<file path="config.mk">
export PLATFORM = sky130hd
export DESIGN_NAME = note_dispatcher
export DESIGN_NICKNAME = d
export VERILOG_FILES = /design/src/rtl/note_pkg.sv /design/src/rtl/spawn_fifo.sv /design/src/rtl/note_dispatcher.sv
export SDC_FILE = /design/constraint.sdc
export NUM_CORES = 1
export LEC_CHECK = 0
export ABC_AREA = 0
export BUFFER_PORTS_ARGS = -buffer_cell sky130_fd_sc_hd__buf_4
export CORE_ASPECT_RATIO = 1.4
export CORE_MARGIN = 8
export CORE_UTILIZATION = 60
export DETAILED_ROUTE_END_ITERATION = 12
export PLACE_DENSITY_LB_ADDON = 0.15
export REMOVE_ABC_BUFFERS = 1
export SLEW_MARGIN = 25
export SYNTH_ARGS = -nofsm -noshare
export SYNTH_HDL_FRONTEND = slang
export SYNTH_SLANG_ARGS = --single-unit
</file>
<file path="constraint.sdc">
create_clock -name clk -period 8.81 [get_ports clk]
set_input_delay 1.762 -clock clk [delete_from_list [all_inputs] [get_ports clk]]
set_output_delay 1.762 -clock clk [all_outputs]
set_load 0.02 [all_outputs]
</file>
<file path="src/rtl/note_pkg.sv">
// Shared types and constants for the chart-driven note dispatcher.
// Chart entry and spawn record layouts, FSM states and the due-time helper.
package note_pkg;

  localparam int CHART_DEPTH = 512;
  localparam int ADDR_W      = 9;
  localparam int LEAD        = 120;
  localparam int FIFO_DEPTH  = 8;
  localparam int LANE_W      = 2;
  localparam int TIME_W      = 16;
  localparam int END_BIT     = 19;
  localparam int HOLD_BIT    = 18;
  localparam int ENTRY_W     = 20;

  typedef struct packed {
    logic              end_mark;
    logic              hold;
    logic [LANE_W-1:0] lane;
    logic [TIME_W-1:0] hit_time;
  } chart_entry_t;

  typedef struct packed {
    logic [LANE_W-1:0] lane;
    logic [TIME_W-1:0] hit_time;
    logic              hold;
  } spawn_rec_t;

  localparam int SPAWN_W = $bits(spawn_rec_t);

  typedef enum logic [2:0] {
    S_IDLE    = 3'd0,
    S_FETCH   = 3'd1,
    S_WAIT    = 3'd2,
    S_COMPARE = 3'd3,
    S_DONE    = 3'd4
  } state_t;

  // Widened to 17 bits so now + lead never wraps past the 16-bit song clock.
  function automatic logic is_due(input logic [TIME_W-1:0] now,
                                  input logic [TIME_W-1:0] hit,
                                  input logic [TIME_W:0]   lead);
    return ({1'b0, now} + lead) >= {1'b0, hit};
  endfunction

endpackage

</file>
<file path="src/rtl/spawn_fifo.sv">
// First-word fall-through FIFO for spawn records, with synchronous flush.
// The head reads as zero while empty so downstream never sees stale data.
module spawn_fifo #(
  parameter int DEPTH = 8,
  parameter int WIDTH = 19
) (
  input  logic             clk,
  input  logic             reset,
  input  logic             flush,
  input  logic             push,
  input  logic [WIDTH-1:0] din,
  input  logic             pop,
  output logic [WIDTH-1:0] dout,
  output logic             full,
  output logic             empty
);

  localparam int AW = $clog2(DEPTH);

  logic [WIDTH-1:0] mem_r [DEPTH];
  logic [AW-1:0]    wr_ptr_r;
  logic [AW-1:0]    rd_ptr_r;
  logic [AW:0]      count_r;
  logic             push_ok_s;
  logic             pop_ok_s;

  assign full      = (count_r == (AW+1)'(DEPTH));
  assign empty     = (count_r == {(AW+1){1'b0}});
  assign push_ok_s = push & ~full;
  assign pop_ok_s  = pop & ~empty;
  assign dout      = empty ? {WIDTH{1'b0}} : mem_r[rd_ptr_r];

  // Pointer and occupancy tracking; flush discards everything at once.
  always_ff @(posedge clk or posedge reset) begin
    if (reset) begin
      wr_ptr_r <= {AW{1'b0}};
      rd_ptr_r <= {AW{1'b0}};
      count_r  <= {(AW+1){1'b0}};
    end else if (flush) begin
      wr_ptr_r <= {AW{1'b0}};
      rd_ptr_r <= {AW{1'b0}};
      count_r  <= {(AW+1){1'b0}};
    end else begin
      if (push_ok_s) wr_ptr_r <= wr_ptr_r + 1'b1;
      if (pop_ok_s)  rd_ptr_r <= rd_ptr_r + 1'b1;
      case ({push_ok_s, pop_ok_s})
        2'b10:   count_r <= count_r + 1'b1;
        2'b01:   count_r <= count_r - 1'b1;
        default: count_r <= count_r;
      endcase
    end
  end

  // Storage array, cleared on reset so no X ever reaches the head.
  always_ff @(posedge clk or posedge reset) begin
    if (reset) begin
      for (int i = 0; i < DEPTH; i++) mem_r[i] <= {WIDTH{1'b0}};
    end else if (push_ok_s && !flush) begin
      mem_r[wr_ptr_r] <= din;
    end
  end

endmodule

</file>
<file path="src/rtl/note_dispatcher.sv">
// Walks the note chart ROM and spawns each note LEAD frames before its hit time.
// Spawns queue in a FIFO and leave through a valid/ready handshake.
module note_dispatcher
  import note_pkg::*;
#(
  parameter int CHART_DEPTH = note_pkg::CHART_DEPTH,
  parameter int ADDR_W      = note_pkg::ADDR_W,
  parameter int LEAD        = note_pkg::LEAD,
  parameter int FIFO_DEPTH  = note_pkg::FIFO_DEPTH
) (
  input  logic              clk,
  input  logic              reset,
  input  logic              start_sign,
  input  logic              stop_sign,
  input  logic [15:0]       un_time,
  output logic [ADDR_W-1:0] rom_addr,
  input  logic [19:0]       rom_data,
  output logic              spawn_valid,
  input  logic              spawn_ready,
  output logic [1:0]        spawn_lane,
  output logic [15:0]       spawn_hit_time,
  output logic              spawn_hold,
  output logic              chart_done,
  output logic [7:0]        late_cnt
);

  state_t       state_r;
  state_t       next_state_s;
  chart_entry_t entry_s;
  spawn_rec_t   push_rec_s;
  spawn_rec_t   head_s;
  logic         push_s;
  logic         flush_s;
  logic         late_inc_s;
  logic         addr_clr_s;
  logic         addr_inc_s;
  logic         fifo_full_s;
  logic         fifo_empty_s;
  logic         pop_s;
  logic         late_s;
  logic         due_s;
  logic         last_addr_s;

  assign entry_s     = chart_entry_t'(rom_data);
  assign late_s      = entry_s.hit_time < un_time;
  assign due_s       = is_due(un_time, entry_s.hit_time, 17'(LEAD));
  assign last_addr_s = (rom_addr == ADDR_W'(CHART_DEPTH - 1));
  assign push_rec_s  = '{lane: entry_s.lane, hit_time: entry_s.hit_time, hold: entry_s.hold};

  // Next-state and control decode; stop overrides every other decision.
  always_comb begin
    next_state_s = state_r;
    push_s       = 1'b0;
    flush_s      = 1'b0;
    late_inc_s   = 1'b0;
    addr_clr_s   = 1'b0;
    addr_inc_s   = 1'b0;
    if (stop_sign && (state_r != S_IDLE)) begin
      next_state_s = S_DONE;
      flush_s      = 1'b1;
    end else begin
      case (state_r)
        S_IDLE: begin
          if (start_sign && stop_sign) begin
            next_state_s = S_DONE;
            flush_s      = 1'b1;
          end else if (start_sign) begin
            next_state_s = S_FETCH;
            addr_clr_s   = 1'b1;
            flush_s      = 1'b1;
          end else begin
            next_state_s = S_IDLE;
          end
        end
        S_FETCH: next_state_s = S_WAIT;
        S_WAIT:  next_state_s = S_COMPARE;
        S_COMPARE: begin
          if (entry_s.end_mark) begin
            next_state_s = S_DONE;
          end else if (late_s || (due_s && !fifo_full_s)) begin
            late_inc_s = late_s;
            push_s     = ~late_s;
            if (last_addr_s) begin
              next_state_s = S_DONE;
            end else begin
              addr_inc_s   = 1'b1;
              next_state_s = S_FETCH;
            end
          end else begin
            next_state_s = S_COMPARE;
          end
        end
        S_DONE: begin
          if (start_sign) begin
            next_state_s = S_FETCH;
            addr_clr_s   = 1'b1;
            flush_s      = 1'b1;
          end else begin
            next_state_s = S_DONE;
          end
        end
        default: next_state_s = S_IDLE;
      endcase
    end
  end

  // State, chart address, done flag and saturating late counter.
  always_ff @(posedge clk or posedge reset) begin
    if (reset) begin
      state_r    <= S_IDLE;
      rom_addr   <= {ADDR_W{1'b0}};
      chart_done <= 1'b0;
      late_cnt   <= 8'd0;
    end else begin
      state_r    <= next_state_s;
      chart_done <= (next_state_s == S_DONE);
      if (addr_clr_s) begin
        rom_addr <= {ADDR_W{1'b0}};
      end else if (addr_inc_s) begin
        rom_addr <= rom_addr + 1'b1;
      end
      if (addr_clr_s) begin
        late_cnt <= 8'd0;
      end else if (late_inc_s && (late_cnt != 8'hFF)) begin
        late_cnt <= late_cnt + 8'd1;
      end
    end
  end

  assign pop_s = spawn_valid & spawn_ready;

  spawn_fifo #(
    .DEPTH (FIFO_DEPTH),
    .WIDTH (SPAWN_W)
  ) u_fifo (
    .clk   (clk),
    .reset (reset),
    .flush (flush_s),
    .push  (push_s),
    .din   (push_rec_s),
    .pop   (pop_s),
    .dout  (head_s),
    .full  (fifo_full_s),
    .empty (fifo_empty_s)
  );

  assign spawn_valid    = ~fifo_empty_s;
  assign spawn_lane     = head_s.lane;
  assign spawn_hit_time = head_s.hit_time;
  assign spawn_hold     = head_s.hold;

endmodule

</file>
==> results of run 1 <==
-- worst min-delay path by stage --
stage	start	cells past startpoint	slack [ns]	endpoint
CTS	state_r[2]$_DFF_PP0_	1	0.50	state_r[1]$_DFF_PP0_
global placement	state_r[2]$_DFF_PP0_	1	0.47	state_r[1]$_DFF_PP0_
detailed placement	state_r[2]$_DFF_PP0_	1	0.49	state_r[1]$_DFF_PP0_
finish	state_r[2]$_DFF_PP0_	1	0.50	state_r[1]$_DFF_PP0_
global route	u_fifo.mem_r[110]$_DFFE_PP0P_	1	0.51	u_fifo.mem_r[110]$_DFFE_PP0P_
floorplan	state_r[2]$_DFF_PP0_	1	0.44	state_r[1]$_DFF_PP0_
-- worst max-delay path: stages --
cell       delay (ns)
buf_4            0.13
or4_1            0.68
nand4_1          0.18
xnor2_1          0.13
ha_1             0.26
a211oi_1         0.23
o21ai_0          0.13
a22o_1           0.28
or3_4            0.38
a21oi_1          0.51
ha_1             0.36
a21o_1           0.19
a21oi_1          0.20
nor3_1           0.07
a2bb2oi_1        0.19
mux2i_1          0.21
-- metrics by stage --
| stage | instances | cell area [um2] |
|---|---|---|
| after floorplan | 722 | 9448 |
| final | 1037 | 10950 |
| after global routing | 1037 | 10950 |
| after CTS | 1036 | 10920 |
| after detailed placement | 1006 | 10360 |
| after global placement | 1006 | 10350 |
-- metal layers --
metal	GRT usage (%)	wire (um)	vias up
met5	0	0	-
met4	6.936	418	0
met3	5.138	925	29
met2	39.74	11890	116
met1	28.69	9319	3316
li1	-	-	2907
-- layout by cell type (no fill, tap or decap), drive strengths merged, types with 2 or more instances in the layout --
cell type | Yosys | routed
nand2 | 27 | 27
mux4 | 38 | 38
ha | 40 | 40
clkinv | 0 | 3
clkbuf | 13 | 24
and4 | 5 | 5
o21a | 3 | 3
o311a | 2 | 2
mux2 | 136 | 136
a211oi | 3 | 3
o21ai | 54 | 54
nand3b | 2 | 2
nor3 | 10 | 10
a21oi | 14 | 14
or4 | 4 | 4
or3 | 5 | 5
and3 | 4 | 4
a211o | 2 | 2
a21o | 4 | 4
mux2i | 21 | 21
nand2b | 2 | 2
nand4 | 7 | 7
or2 | 2 | 2
o31ai | 4 | 4
clkinvlp | 0 | 2
o211ai | 4 | 4
nor2 | 43 | 43
nand3 | 19 | 19
inv | 41 | 41
dfrtp | 183 | 183
xor2 | 8 | 8
buf | 20 | 86
nor4 | 3 | 3
xnor2 | 14 | 14
o211a | 2 | 2
-- state kept, by name, summed over array words and instances, names as in the netlist --
signal / count
u_fifo.count_r: 4
state_r: 3
rom_addr: 9
u_fifo.mem_r: 152
chart_done: 1
late_cnt: 8
u_fifo.wr_ptr_r: 3
u_fifo.rd_ptr_r: 3
-- cell usage after synthesis, drive strengths merged (3+ instances only) --
library cell | n | area (um2)
a21o | 4 | 30.03
buf | 20 | 157.7
o211ai | 4 | 35.03
nand4 | 7 | 50.05
clkbuf | 13 | 48.80
mux4 | 38 | 855.8
nand2 | 27 | 101.4
nor2 | 43 | 163.9
o21a | 3 | 22.52
or4 | 4 | 30.03
and4 | 5 | 43.79
ha | 40 | 500.5
nor4 | 3 | 25.02
dfrtp | 183 | 4579
and3 | 4 | 25.02
a211oi | 3 | 27.52
nor3 | 10 | 55.05
xnor2 | 14 | 122.6
inv | 41 | 153.9
or3 | 5 | 41.29
mux2i | 21 | 210.2
nand3 | 19 | 122.6
xor2 | 8 | 70.07
a21oi | 14 | 70.07
o21ai | 54 | 270.3
o31ai | 4 | 30.03
mux2 | 136 | 1569
-- cell type report --
class / count / area, um2
Timing Repair Buffer: 86 / 669.4
Sequential cell: 183 / 4582
Inverter: 41 / 158.9
Tap cell: 199 / 249.0
Multi-Input combinational cell: 498 / 4730
Clock buffer: 24 / 491.7
Fill cell: 1162 / 5017
Clock inverter: 6 / 67.56
-- kinds of logic after synthesis --
kind of cell	after synthesis
compound gates	101
xor+xnor	22
fa+ha+maj	41
buf+inv	74
flops	183
mux	195
simple gates	139
-- power by group --
part	total, mW	switching [mW]	leakage (nW)	internal (mW)
Clock	0.729	0.312	0.269	0.417
Sequential	0.884	0.0299	2.55	0.854
Combinational	0.376	0.238	2.61	0.139
Total	1.99	0.579	5.42	1.41
==> summary.md, run 1 <==
| Metric | Value |
|---|---|
| CTS tree | yes |
| Root Driver | clkbuf_16 |
| CTS Buf Count | 17 |
| Final Hold Viols | 0 |
| PnR worst setup slack | 3.274 ns |
| Tcrit/Tclk final | 62.83% |
| Flop-to-flop setup slack | 5.50 ns |
| Critical path arrival | 5.88 ns |
| Share of cells above drive strength 1 | 36.40% |
| Worst hold path class | reg2reg |
| Peak VDD IR | 0.0001517 V |
| Number of flops mapped to enable cells by yosys | 0 |
| Global placer's final weighted congestion | 0.8441 |
| Post-Syn Instances | 755 |
| CTS Buffer Depth | 2 |
| Sequential share of the synthesized area | 47.43% |
| Setup TNS Final | 0 ns |
| Die height | 166.1 um |
| Pleak | 5.423 nW |
| Worst slew pin tran | 0.9002 ns |
| Highest Clock Rate | 180.7 MHz |
| IO Port Bufs | 78 |
| Adder-cell share of the synthesized area | 5.391% |
| Syn Std Cell Area | 0.009654 mm2 |
| Vias in the first global route | 6,952 |
| Min cycle time layout | 5.536 ns |
| Synth-to-layout area growth | 13.40% |
| Clock sinks | 183 |
| WL/cell | 21.75 um |
| Setup crit end | u_fifo.count_r[3]$_DFFE_PP0P_ |
| N_diodes | 0 |
| Worst setup EP type | register |
| Max Cap Viol | 0 |
| Final Skew | 0.01029 ns |
| Cts repair resizes | 0 |
| Largest net degree at the start of global routing | 105 |
| Iteration-0 DRC Markers | 431 |
| Worst R2R Path Depth | 11 |
| Vias | 6,368 |
| Clock-pin slew on the worst setup and hold paths | 0.06 ns |
| Crit Path Max Fanout | 9 |
| Status | finished, final reports clean |
| Final Slew Violations | 0 |
| Crit Path Class | in2reg |
| Post-Place Worst Slack | 2.879 ns |
| # DRC | 0 |
| Synth async-reset ratio | 100.0% |
| #FFs+latches synth | 183 |
| Mux contribution to synthesized area | 27.29% |
| Worst-Skew Late Latency | 0.43 ns |
| NumNets Final | 909 |
| Rows | 55 |
| Via-per-instance ratio | 6.141 |
| Routed wire length | 22,560 um |
| I/O pins | 79 |
| Worst Setup Start Kind | primary input |
| DIE AREA | 0.02046 mm2 |
| Detailed Routing Iterations Pass 1 | 5 |
| Total GRT Usage | 23.33% |
| Die Wd | 123.2 um |
| Final core occ | 68.57% |
| RSZ-0062 raised after global routing | false |
| Synth cell types | 65 |
| Cts hold-fix bufs | 0 |
| Post-synthesis simple-gate area fraction | 7.711% |
| WP data required | 9.16 ns |
| Synth Area in Compound Gates | 6.441% |
| Cell Pwr Density | 181.7 mW/mm2 |
| H-tree depth | 4 |
| Initial antenna violation count | 0 |
| Post-CTS Setup Inserts | 0 |
| Synth Area per Inst | 12.79 um2 |
| Setup violators final | 0 |
| Synth warn | 0 |
| Largest family of logic cells by synthesized area | multiplexers |
| Critical R2R Launch | u_fifo.count_r[0]$_DFFE_PP0P_ |
| Starting Density | 60.47% |
| Post-Synth XOR/XNOR Area | 1.996% |
| Max-slew headroom at the worst pin | 39.85% |
| FF-to-FF End | u_fifo.count_r[3]$_DFFE_PP0P_ |
| GRT overflow | 0 |
| Tot Pwr | 1.990 mW |
| Core area | 0.01597 mm2 |
| First-pass GRT wire length | 37,010 um |
| Post-DRT Antenna Nets | 0 |
| Worst Setup SP | un_time[5] |
| Ys flop type | dfrtp_1 |
| HPWL Detailed | 15,380 um |
| Hold_ws | 0.5008 ns |
Power figures use the tool's default switching activity.
==> inputs of run 2 (changes only) <==
ABC_AREA = 1   (was 0)
clock period = 5.4 ns   (was 8.81 ns; I/O delays follow)
==> run 2 against run 1 <==
Effect of this change:
- non-clock buffer count rose by 4
- combinational power decreased by 20%
- design area is 0.13% higher
- clock-buffer cell count down 5
- die area is 1.5% higher
- setup slack lost 2.5 ns
- wire length increased by 15%
- highest routed layer unchanged
==> summary.md, run 2 <==
| Metric | Value |
|---|---|
| Status | finished, final reports clean |
| Most common cell after layout, fill and taps aside | nand2_1 |
| Cts hold-fix bufs | 0 |
| RSZ-0062 raised after global routing | false |
| Max Cap Viol | 0 |
| Most used cell, CP | nand2_1 |
| Rows | 55 |
| Via-per-instance ratio | 5.862 |
| Critical R2R Launch | u_fifo.count_r[0]$_DFFE_PP0P_ |
| N_diodes | 0 |
| Post-Syn Instances | 1,203 |
| H-tree depth | 4 |
| Post-DRT Antenna Nets | 0 |
| Ys flop type | dfrtp_1 |
| Top post-synthesis cells by area | dfrtp_1 (47%), o21ai_0 (11%), nand2_1 (9.6%) |
| Share of the synthesized area in the top cell type | 46.62% |
| Synth async-reset ratio | 100.0% |
| Adder-cell share of the synthesized area | 5.299% |
| Clock-pin slew on the worst setup and hold paths | 0.06 ns |
| Core area | 0.01610 mm2 |
| Share of cells above drive strength 1 | 12.76% |
| Comb pwr share | 10.1% |
| Worst Setup SP | un_time[3] |
| Largest reg by FF count | u_fifo.mem_r |
| Max reg flops | 152 |
| Storage cell area | 0.004581 mm2 |
| Seq pwr share | 47.2% |
| Final Skew | 0.007585 ns |
| Worst slew pin tran | 0.8835 ns |
| Synth warn | 0 |
| Synth-to-layout area growth | 11.61% |
| Worst path buffer plus inverter count | 5 |
| Largest net degree at the start of global routing | 113 |
| Final Hold Viols | 0 |
| Routed wire length | 25,900 um |
| Initial antenna violation count | 0 |
| Clock sinks | 183 |
| Post-synthesis simple-gate area fraction | 22.04% |
| Commonest non-fill, non-tap cells in the layout | nand2_1 (250), o21ai_0 (221), dfrtp_1 (182) |
| Max-slew headroom at the worst pin | 41.10% |
| Number of flops mapped to enable cells by yosys | 0 |
| Min cycle time layout | 4.589 ns |
| Vias in the first global route | 8,479 |
| Peak VDD IR | 0.0002384 V |
| Worst-Skew Late Latency | 0.42 ns |
| Worst Setup Start Kind | primary input |
| Layout fillers | 1,382 |
| CTS Buf Count | 17 |
| Biggest area consumer among synthesized cells | dfrtp_1 |
| Delay-heaviest family, CP | simple AND/OR/NAND/NOR gates |
| Syn Std Cell Area | 0.009822 mm2 |
| Max stage delay on crit path | 0.34 ns |
| Root Driver | clkbuf_16 |
| Synth Area per Inst | 8.165 um2 |
| Mux contribution to synthesized area | 0% |
| WL/cell | 17.73 um |
| Pleak | 5.405 nW |
| Worst setup EP type | register |
| Setup violators final | 0 |
| Highest Clock Rate | 217.9 MHz |
| Worst hold path class | reg2reg |
| Iteration-0 DRC Markers | 870 |
| Commonest cells in the netlist | nand2_1 (250), o21ai_0 (221), dfrtp_1 (183), nor2_1 (152), inv_1 (75) |
| Global placer's final weighted congestion | 0.8845 |
| Top flop regs | u_fifo.mem_r (152), rom_addr (9), late_cnt (8) |
| Crit Path Class | in2reg |
| Die height | 167.4 um |
| First-pass GRT wire length | 42,350 um |
| Synth Area in Compound Gates | 17.17% |
| WP data required | 5.72 ns |
| Beginning of the worst hold path | u_fifo.mem_r[37]$_DFFE_PP0P_ |
| Cell Int Power | 2.241 mW |
| Cts repair resizes | 0 |
| Post-Synth XOR/XNOR Area | 1.694% |
| Setup TNS Final | 0 ns |
| Multi-input gate area | 0.004538 mm2 |
| Post-CTS Setup Inserts | 0 |
| #FFs+latches synth | 183 |
| Largest family of logic cells by synthesized area | simple AND/OR/NAND/NOR gates |
| # DRC | 0 |
| Max stage delay cell, worst path | ha_1 |
| Sequential share of the synthesized area | 46.62% |
| Cell Pwr Density | 274.1 mW/mm2 |
| NumNets Final | 1,331 |
| Die Wd | 124.1 um |
| Synth cell types | 39 |
| GRT overflow | 0 |
| Clock power share | 42.7% |
| I/O pins | 79 |
| IO Port Bufs | 78 |
| CTS Buffer Depth | 2 |
| Final core occ | 68.07% |
| Tcrit/Tclk final | 84.99% |
| Vias | 8,565 |
| DIE AREA | 0.02078 mm2 |
| Detailed Routing Iterations Pass 1 | 7 |
| Starting Density | 60.99% |
| Sw Pwr | 0.7640 mW |
| Total GRT Usage | 25.96% |
| CTS tree | yes |
| Critical path arrival | 4.91 ns |
| HPWL Detailed | 16,880 um |
| Crit Path Max Fanout | 5 |
| Sw Ratio | 25.43% |
| Final Slew Violations | 0 |
| Count leader, synth | nand2_1 |
run 2: layer usage:
| layer | vias up | part of all wire (%) | track usage [%] | routed length (um) |
|---|---|---|---|---|
| li1 | 4109 | - | - | - |
| met1 | 4100 | 41 | 32.08 | 10680 |
| met2 | 307 | 50 | 42.65 | 12940 |
| met3 | 49 | 6.0 | 5.385 | 1562 |
| met4 | 0 | 2.8 | 11.06 | 716 |
| met5 | - | 0 | 0 | 0 |
run 2: stage by stage:
step / cells / instance area, um2 / hold slack (ns) / worst slack, ns / power, mW
after detailed placement: 1429 / 10350 / 0.4531 / 0.3744 / 1.745
final: 1461 / 10960 / 0.4715 / 0.8106 / 3.005
after CTS: 1461 / 10960 / 0.4695 / 0.8346 / 3.018
after global routing: 1461 / 10960 / 0.4925 / 0.4000 / 3.119
after floorplan: 1140 / 9408 / 0.4366 / -0.6520 / 1.633
after global placement: 1429 / 10350 / 0.4491 / 0.5244 / 1.739
run 2: tightest hold or removal path: cells and delay by family (launching register included):
kind | cells | cell delay, ns
AND/OR/NAND/NOR | 2 | 0.11
flip-flops | 1 | 0.34
run 2: final timing paths:
check | slack [ns] | cells after the start | end
min | 0.47 | 2 | u_fifo.mem_r[37]$_DFFE_PP0P_
max in group asynchronous | 3.75 | 3 | u_fifo.mem_r[99]$_DFFE_PP0P_
min reg2reg | 0.47 | 2 | u_fifo.mem_r[37]$_DFFE_PP0P_
max | 0.81 | 29 | u_fifo.count_r[3]$_DFFE_PP0P_
max reg2reg | 2.42 | 16 | u_fifo.count_r[3]$_DFFE_PP0P_
min in group asynchronous | 0.80 | 2 | u_fifo.mem_r[93]$_DFFE_PP0P_
run 2: layout make-up:
cell class / instances / share of cell area (%)
Multi-Input combinational cell: 881 / 41.40
Timing Repair Buffer: 90 / 6.278
Clock buffer: 19 / 4.041
Tap cell: 199 / 2.271
Sequential cell: 183 / 41.79
Inverter: 76 / 2.717
Clock inverter: 13 / 1.507
run 2: logic make-up after synthesis:
| family | count (synthesis) |
|---|---|
| AO/OA/AOI/OAI | 310 |
| XOR/XNOR | 19 |
| adder cells (fa/ha/maj) | 41 |
| buffers and inverters | 139 |
| flip-flops | 183 |
| AND/OR/NAND/NOR | 511 |
run 2: power by group through the flow:
stage	sequential (mW)	clock, mW	combinational [mW]
2_1_floorplan	1.45	0	0.186
4_1_cts	1.42	1.30	0.303
3_5_place_dp	1.44	0	0.302
3_3_place_gp	1.44	0	0.297
5_1_grt	1.42	1.36	0.340
6_report	1.42	1.28	0.302
==> inputs of run 3 (changes only) <==
CORE_UTILIZATION = 55   (was 60)
clock period = 3.85 ns   (was 5.4 ns; I/O delays follow)
==> run 3 against run 2 <==
Effect of this change:
- wire length up 3.6%
- flip-flop and latch count is the same
- sequential power grew 40%
- critical endpoint unchanged
- highest routed layer unchanged
==> summary.md, run 3 (synthesis results as in run 2) <==
| Metric | Value |
|---|---|
| Most used cell, CP | nand2_1 |
| CTS tree | yes |
| Sw Pwr | 1.138 mW |
| Final Skew | 0.007818 ns |
| Cts hold-fix bufs | 0 |
| Worst-Skew Late Latency | 0.43 ns |
| Largest reg by FF count | u_fifo.mem_r |
| CTS Buffer Depth | 2 |
| GRT overflow | 0 |
| Clock power share | 42.8% |
| Status | finished, final reports clean |
| Crit Path Max Fanout | 3 |
| Most common cell after layout, fill and taps aside | nand2_1 |
| Highest Clock Rate | 267.0 MHz |
| Worst path buffer plus inverter count | 5 |
| Worst R2R Path Depth | 15 |
| Comb pwr share | 10.7% |
| Layout fillers | 1,558 |
| Final Hold Viols | 0 |
| Routed wire length | 26,840 um |
| First-pass GRT wire length | 43,740 um |
| Final Slew Violations | 0 |
| Peak VDD IR | 0.0003162 V |
| Final instance area | 0.01159 mm2 |
| Top flop regs | u_fifo.mem_r (152), rom_addr (9), late_cnt (8) |
| Detailed Routing Iterations Pass 1 | 5 |
| Worst slew pin tran | 0.9218 ns |
| Share of cells above drive strength 1 | 17.19% |
| NumNets Final | 1,378 |
| Delay-heaviest family, CP | simple AND/OR/NAND/NOR gates |
| Max reg flops | 152 |
| Hold depth | 2 |
| Iteration-0 DRC Markers | 703 |
| Sw Ratio | 26.60% |
| Critical R2R Launch | u_fifo.count_r[1]$_DFFE_PP0P_ |
| Tcrit/Tclk final | 97.27% |
| Worst hold path class | reg2reg |
| Via-per-instance ratio | 5.617 |
| WP data required | 4.17 ns |
| Post-DRT Antenna Nets | 0 |
| H-tree depth | 4 |
| Max-slew headroom at the worst pin | 38.55% |
| Global placer's final weighted congestion | 0.8959 |
| Die height | 174.1 um |
| Seq pwr share | 46.4% |
| Setup violators final | 0 |
| Min cycle time layout | 3.745 ns |
| Synth-to-layout area growth | 18.05% |
| IO Port Bufs | 78 |
| # DRC | 0 |
| Crit Path Class | in2reg |
| Count of non-filler cells in the finished layout | 1,549 |
| DIE AREA | 0.02245 mm2 |
| Critical path arrival | 4.07 ns |
| Clock-pin slew on the worst setup and hold paths | 0.07 ns |
| FF-to-FF End | u_fifo.count_r[3]$_DFFE_PP0P_ |
| Max stage delay cell, worst path | ha_4 |
| I/O pins | 79 |
| Commonest non-fill, non-tap cells in the layout | nand2_1 (248), o21ai_0 (221), dfrtp_1 (182) |
| N_diodes | 0 |
| HPWL Detailed | 17,420 um |
| Cell Int Power | 3.142 mW |
| Worst Hold End | u_fifo.mem_r[94]$_DFFE_PP0P_ |
| Rows | 58 |
| Placed cells | 1,513 |
| CTS Buf Count | 17 |
| Max Cap Viol | 0 |
| Vias | 8,701 |
| Flop-to-flop setup slack | 1.12 ns |
| PnR worst setup slack | 0.1052 ns |
| Core area | 0.01771 mm2 |
| Worst setup EP type | register |
| Starting Density | 55.47% |
| Root Driver | clkbuf_16 |
| Pleak | 5.681 nW |
| Initial antenna violation count | 0 |
| WL/cell | 17.33 um |
| Worst Setup Start Kind | primary input |
| Max stage delay on crit path | 0.27 ns |
| Clock sinks | 183 |
| Post-Place Worst Slack | -0.4889 ns |
| Placement Cell Area | 0.01084 mm2 |
| Vias in the first global route | 8,672 |
| Total GRT Usage | 24.57% |
| Largest net degree at the start of global routing | 118 |
| Die Wd | 128.9 um |
| Beginning of the worst hold path | u_fifo.mem_r[94]$_DFFE_PP0P_ |
| Cell Pwr Density | 369.1 mW/mm2 |
[run 3: layer usage]
layer / routed length [um] / track usage, % / vias up
met5: 0 / 0 / -
met4: 758 / 10.07 / 0
met3: 1079 / 4.201 / 52
met2: 13680 / 41.72 / 202
met1: 11320 / 30.01 / 4247
li1: - / - / 4200
[run 3: power by group through the flow]
| stage | registers, mW | clock network (mW) | logic (mW) |
|---|---|---|---|
| 6_report | 1.99 | 1.83 | 0.460 |
| 4_1_cts | 1.99 | 1.85 | 0.451 |
| 3_5_place_dp | 2.02 | 0 | 0.448 |
| 2_1_floorplan | 2.03 | 0 | 0.261 |
| 3_3_place_gp | 2.02 | 0 | 0.438 |
| 5_1_grt | 1.99 | 1.93 | 0.515 |
[run 3: cell type report]
class	count	area (um2)	share of cell area, %
clock buffers	20	456.7	3.939
clock inverters	12	157.7	1.360
inverters	76	300.3	2.590
multi-input cells	881	4646	40.07
flip-flops and latches	183	4581	39.51
well taps	240	300.3	2.590
repair buffers	137	1154	9.949
[run 3: worst max path at each step]
| stage | slack (ns) | depth (start not counted) | end | start |
|---|---|---|---|---|
| after floorplan | -1.89 | 1 | chart_done$_DFF_PP0_ | reset |
| after global placement | -0.38 | 32 | u_fifo.count_r[3]$_DFFE_PP0P_ | un_time[3] |
| after detailed placement | -0.49 | 29 | u_fifo.count_r[3]$_DFFE_PP0P_ | un_time[3] |
| after CTS | 0.01 | 29 | u_fifo.count_r[3]$_DFFE_PP0P_ | un_time[3] |
| after global routing | -0.20 | 29 | u_fifo.count_r[3]$_DFFE_PP0P_ | un_time[4] |
| final | 0.11 | 29 | u_fifo.count_r[3]$_DFFE_PP0P_ | un_time[4] |
[run 3: worst register-to-register path, stage by stage (launching register included)]
cell and delay, ns:
dfrtp_1 0.46, nor2_1 0.15, nand3_1 0.41, nand2_1 0.35, inv_1 0.18, nand2_4 0.12, inv_4 0.05, ha_4 0.26
nand3_1 0.07, nand2_1 0.09, xor2_1 0.21, inv_1 0.06, nand2_1 0.06, nand2_1 0.04, nand2_1 0.05, nand2_1 0.04
[run 3: timing repair]
action / 4_1_cts / 5_1_grt
pin swaps: 2 / 14
setup endpoints to repair: 1 / 3
gates resized for setup: 2 / 21
buffers inserted: 0 / 4
[run 3: stage by stage]
| step | hold slack (ns) | setup TNS (ns) | utilization (%) | total power, mW |
|---|---|---|---|---|
| global route | 0.4896 | -0.3062 | 65.48 | 4.442 |
| CTS | 0.4720 | 0 | 64.75 | 4.290 |
| global placement | 0.4482 | -2.998 | 61.21 | 2.461 |
| detailed placement | 0.4543 | -20.77 | 61.22 | 2.471 |
| finish | 0.4704 | 0 | 65.48 | 4.280 |
| floorplan | 0.4366 | -348.01 | - | 2.290 |
